==> src/rtl/three_parallel_serializer.sv <==
// Output stage for the three-parallel FIR: requantizes each 64-bit lane to a
// signed OUT_W sample (round-half-up, saturate), buffers whole triples in a
// small FIFO and emits them serially in lane order 0,1,2 over valid/ready.
module three_parallel_serializer #(
    parameter int IN_W  = 64,
    parameter int OUT_W = 16,
    parameter int SHIFT = 15,
    parameter int DEPTH = 2
) (
    input  logic             clk,
    input  logic             rst,
    input  logic             in_valid,
    output logic             in_ready,
    input  logic [IN_W-1:0]  din0,
    input  logic [IN_W-1:0]  din1,
    input  logic [IN_W-1:0]  din2,
    output logic             out_valid,
    input  logic             out_ready,
    output logic [OUT_W-1:0] dout,
    output logic [15:0]      sat_count
);

    localparam int AW = $clog2(DEPTH);

    // Rounding constant and clip limits, all at IN_W+1 bits so the biased
    // value cannot overflow.
    localparam logic signed [IN_W:0] RND  = (IN_W+1)'(1) << (SHIFT-1);
    localparam logic signed [IN_W:0] MAXQ = {{(IN_W-OUT_W+2){1'b0}}, {(OUT_W-1){1'b1}}};
    localparam logic signed [IN_W:0] MINQ = {{(IN_W-OUT_W+2){1'b1}}, {(OUT_W-1){1'b0}}};

    typedef enum logic [1:0] {
        PH0,
        PH1,
        PH2
    } phase_e;

    phase_e             phase_q, phase_d;
    logic [3*OUT_W-1:0] mem_q [DEPTH];
    logic [AW-1:0]      wr_ptr_q, wr_ptr_d;
    logic [AW-1:0]      rd_ptr_q, rd_ptr_d;
    logic [AW:0]        count_q, count_d;
    logic [OUT_W-1:0]   last_q, last_d;
    logic [15:0]        sat_q, sat_d;

    logic [3*OUT_W-1:0] head;
    logic [OUT_W-1:0]   head_lane;
    logic [OUT_W-1:0]   q0, q1, q2;
    logic               c0, c1, c2;
    logic [1:0]         n_clip;
    logic [16:0]        sat_sum;
    logic               push, pop, xfer, full, empty;

    // Returns {clipped, sample}: add half an LSB, arithmetic shift, then clip.
    function automatic logic [OUT_W:0] requant(input logic [IN_W-1:0] x);
        logic signed [IN_W:0] t;
        logic signed [IN_W:0] q;
        logic [OUT_W:0]       r;
        t = $signed({x[IN_W-1], x}) + RND;
        q = t >>> SHIFT;
        if (q > MAXQ) begin
            r = {1'b1, MAXQ[OUT_W-1:0]};
        end else if (q < MINQ) begin
            r = {1'b1, MINQ[OUT_W-1:0]};
        end else begin
            r = {1'b0, q[OUT_W-1:0]};
        end
        return r;
    endfunction

    assign {c0, q0} = requant(din0);
    assign {c1, q1} = requant(din1);
    assign {c2, q2} = requant(din2);

    assign full      = (count_q == (AW+1)'(DEPTH));
    assign empty     = (count_q == '0);
    assign in_ready  = rst && !full;
    assign out_valid = rst && !empty;
    assign push      = in_valid && in_ready;
    assign xfer      = out_valid && out_ready;
    assign pop       = xfer && (phase_q == PH2);
    assign head      = mem_q[rd_ptr_q];

    // Select the lane of the head triple addressed by the current phase.
    always_comb begin
        head_lane = head[OUT_W-1:0];
        case (phase_q)
            PH1:     head_lane = head[2*OUT_W-1:OUT_W];
            PH2:     head_lane = head[3*OUT_W-1:2*OUT_W];
            default: head_lane = head[OUT_W-1:0];
        endcase
    end

    // dout keeps showing the last presented sample once the FIFO runs dry.
    assign dout      = !rst ? '0 : (empty ? last_q : head_lane);
    assign sat_count = sat_q;

    // Phase next-state: step through lanes on every output transfer.
    always_comb begin
        phase_d = phase_q;
        if (xfer) begin
            case (phase_q)
                PH0:     phase_d = PH1;
                PH1:     phase_d = PH2;
                default: phase_d = PH0;
            endcase
        end
    end

    // Phase state register.
    always_ff @(posedge clk) begin
        if (!rst) begin
            phase_q <= PH0;
        end else begin
            phase_q <= phase_d;
        end
    end

    // FIFO pointers, occupancy, held output and saturation counter next-state.
    always_comb begin
        wr_ptr_d = wr_ptr_q;
        rd_ptr_d = rd_ptr_q;
        count_d  = count_q;
        last_d   = last_q;
        n_clip   = {1'b0, c0} + {1'b0, c1} + {1'b0, c2};
        sat_sum  = {1'b0, sat_q} + 17'(n_clip);
        sat_d    = sat_q;
        if (push) begin
            wr_ptr_d = wr_ptr_q + AW'(1);
            sat_d    = sat_sum[16] ? '1 : sat_sum[15:0];
        end
        if (pop) begin
            rd_ptr_d = rd_ptr_q + AW'(1);
        end
        case ({push, pop})
            2'b10:   count_d = count_q + (AW+1)'(1);
            2'b01:   count_d = count_q - (AW+1)'(1);
            default: count_d = count_q;
        endcase
        if (!empty) begin
            last_d = head_lane;
        end
    end

    // Control registers; reset drops every buffered triple.
    always_ff @(posedge clk) begin
        if (!rst) begin
            wr_ptr_q <= '0;
            rd_ptr_q <= '0;
            count_q  <= '0;
            last_q   <= '0;
            sat_q    <= '0;
        end else begin
            wr_ptr_q <= wr_ptr_d;
            rd_ptr_q <= rd_ptr_d;
            count_q  <= count_d;
            last_q   <= last_d;
            sat_q    <= sat_d;
        end
    end

    // Triple storage; contents need no reset since occupancy gates reads.
    always_ff @(posedge clk) begin
        if (push) begin
            mem_q[wr_ptr_q] <= {q2, q1, q0};
        end
    end

endmodule

==> config.mk <==
export PLATFORM = sky130hd
export DESIGN_NAME = three_parallel_serializer
export DESIGN_NICKNAME = d
export VERILOG_FILES = /design/src/rtl/three_parallel_serializer.sv
export SDC_FILE = /design/constraint.sdc
export NUM_CORES = 1
export LEC_CHECK = 0
export CORE_UTILIZATION = 25
export DETAILED_ROUTE_END_ITERATION = 16
export HOLD_SLACK_MARGIN = 0.03
export SLEW_MARGIN = 15
export SYNTH_ARGS = -nofsm -noshare
export SYNTH_HDL_FRONTEND = slang
export SYNTH_SLANG_ARGS = --single-unit
==> constraint.sdc <==
create_clock -name clk -period 8 [get_ports clk]
set_clock_uncertainty 0.15 [all_clocks]
set_input_delay 1.6 -clock clk [delete_from_list [all_inputs] [get_ports clk]]
set_output_delay 1.6 -clock clk [all_outputs]
set_load 0.01 [all_outputs]
==> impl_metrics.json <==
{
  "grt_max_degree": 65,
  "syn_avg_cell_area_sq_um": 8.68,
  "fin_nets": 1531,
  "whs_path_depth": 2,
  "fin_ws_ns": 0.747,
  "drt_iter0_markers": 739,
  "syn-num-nets": 1362,
  "syn-instance-count": 1154,
  "clkTransAtPathRegs_ns": 0.06,
  "synthArstFlopShare": 0,
  "synth-main-ff-cell": "edfxtp_1",
  "post-cts-setup-buffer-count": 0,
  "std_cell_rows": 72,
  "io_pins": 230,
  "slew_viol_final": 0,
  "drt_first_pass_iters": 5,
  "max-vdd-ir-drop_mv": 0.131,
  "dp_slack_ns": 0.497,
  "area_growth_pct": 30.0,
  "worst_pin_slew_ns": 0.979,
  "register_area_sq_mm": 0.00366,
  "ys_warn_count": 0,
  "rsz0062_at_grt": "no",
  "viasPerCell": 5.27,
  "worstPathMaxFanout": 13,
  "fillerInstances": 4075,
  "grt_pass1_wl_um": 51000,
  "clk_latency_ns": 0.41,
  "multi_input_area_sq_mm": 0.00599,
  "tritoncts": "yes",
  "cts-root-buf": "clkbuf_16",
  "min_path_type": "reg -> reg",
  "relSlewSlack": 0.347,
  "worstPathRequired_ns": 8.20,
  "total_power_mw": 1.94,
  "synth.distinct_cells": 82,
  "core_sq_mm": 0.0391,
  "start_kind": "input port",
  "reg2reg_from": "sat_count[0]",
  "status": "finished, final reports clean",
  "cts_resized": 0,
  "drtAntennaViolNets": 0,
  "drc": 0,
  "synth.top_cell.area_share": 0.288,
  "power_leakage_nw": 3.98,
  "synthTopCellsByArea": "edfxtp_1 (29%), dfxtp_1 (7.8%), xnor2_1 (4.8%)",
  "hold_buffers": 0,
  "htree_levels": 4,
  "start_util": 0.256,
  "wire_per_inst_um": 17.7,
  "die_y_um": 202,
  "cts.sinks": 135,
  "gr-total-overflow": 0,
  "dieArea_sq_mm": 0.0409,
  "wirelength_um": 32800,
  "min_from": "phase_q[1]",
  "critPathKind": "in -> reg",
  "cts_made_buffers": 17,
  "maxCapViolCount": 0,
  "fin_setup_tns_ns": 0,
  "min_period_ns": 7.25,
  "vias": 9770,
  "power_density_mw_per_mm2": 149,
  "max_freq_ghz": 0.138,
  "diodes": 0,
  "cp.arrival_ns": 7.45,
  "synthesis.area_sq_mm": 0.0100,
  "dp_hpwl_um": 26000,
  "fin_crit_sh": 0.907,
  "routabilityCongestion": 0.927,
  "first_global_vias": 9168,
  "die_w_um": 202,
  "yosysTopAreaCell": "edfxtp_1",
  "cp-startpoint": "din2[25]",
  "setup_viol": 0,
  "rr_worst_depth": 10,
  "grt_use_total": 0.157,
  "clockBufferDepth": 2,
  "synth-seq-cells": 135,
  "io_buffers": 187,
  "antenna_found_initial": 0,
  "synth-edff-count": 96,
  "synth_seq_area_share": 0.366,
  "hold_violations": 0,
  "layout-drive-gt1-share": 0.0681,
  "worstSetupEndpointType": "register"
}
## final timing paths
path | slack, ns | to
max | 0.75 | sat_count[2]
min | 0.34 | phase_q[1]
max reg2reg | 5.17 | sat_count[2]
min reg2reg | 0.34 | phase_q[1]
## metrics by stage
step / hold slack, ns / std cells / area, sq um / utilization
finish: 0.338 / 1854 / 13000 / 0.333
global route: 0.359 / 1854 / 13000 / 0.333
CTS: 0.337 / 1854 / 13000 / 0.333
detailed placement: 0.326 / 1822 / 12400 / 0.318
global placement: 0.319 / 1822 / 12400 / 0.318
floorplan: 0.303 / 1154 / 10000 / -
## cells by family (layout without fill, tap and decap cells)
family | count (synthesis) | after routing | synth area share
AOI/OAI and AO/OA | 265 | 265 | 0.175
xor gates and xnor gates | 104 | 104 | 0.0909
adders and majority gates | 12 | 12 | 0.0165
buffers and inverters | 83 | 265 | 0.0367
DFF | 135 | 135 | 0.366
muxes | 12 | 12 | 0.0122
and+or+nand+nor | 543 | 543 | 0.303
## final cells by class
type / count / share of cell area
Tap cell: 518 / 0.0498
Clock inverter: 14 / 0.0121
Timing Repair Buffer: 210 / 0.157
Clock buffer: 18 / 0.0330
Sequential cell: 135 / 0.281
Multi-Input combinational cell: 936 / 0.460
Inverter: 23 / 0.00663
## cells in the mapped netlist, types with 6 or more instances
cell type    n
or4_1        6
o21ai_1     10
nand2_1     82
buf_1        6
and3_1      34
nand3_1     69
a31oi_1     11
and4_1      19
a21oi_1     63
and2_1      16
o21a_1       7
inv_1       23
or3_1       12
a22oi_1     35
nor4_1      37
o22ai_1     17
a211oi_1    38
xor2_1      49
edfxtp_1    96
ha_1        10
nor2_1     106
clkbuf_1    44
o21ai_0     35
xnor2_1     55
mux2i_1     10
nor3b_1     10
nand4_1     72
dfxtp_1     39
nor3_1      29
and3_2       6
## worst max-delay path: stages
cell,delay (ns)
clkdlybuf4s50_1,0.60
nand4_1,0.20
or4_1,0.65
or4_4,0.53
xor2_1,0.16
nor4b_1,0.56
o2111ai_1,0.36
o41a_1,0.48
nor2_1,0.16
fa_1,0.43
inv_1,0.06
ha_1,0.19
fa_1,0.24
nand3_1,0.13
or3_1,0.44
or2_2,0.44
o21a_1,0.15
nor2_1,0.07
## flip-flops by register name (all words and copies together) (netlist names), named ones only
signal and flops:
phase_q 2, count_q 2, mem_q 96, sat_count 16, rd_ptr_q 1, wr_ptr_q 1, last_q 16
## cells in the final DEF (no fill, tap or decap), types with 29 or more instances in the layout
master           count
a211oi_1            38
a21oi_1             63
a22oi_1             35
and3_1              33
clkdlybuf4s50_1    187
dfxtp_1             39
edfxtp_1            96
nand2_1             82
nand3_1             69
nand4_1             72
nor2_1             105
nor3_1              29
nor4_1              37
o21ai_0             35
xnor2_1             55
xor2_1              49
## power breakdown
| part | switching, mW | internal [mW] | leakage, nW |
|---|---|---|---|
| Combinational | 0.209 | 0.165 | 2.51 |
| Sequential | 0.0103 | 0.785 | 1.19 |
| Clock | 0.287 | 0.486 | 0.284 |
## routing by layer
metal  share of wire  routed length [um]  vias up  track usage
met3           0.049                1590       34       0.0237
met4           0.017                 563        0       0.0373
met5               0                   0        -            0
met2            0.47               15300      273        0.253
met1            0.47               15300     4646        0.219
li1                -                   -     4817            -
Note: power is estimated with default switching activity, not from simulation.
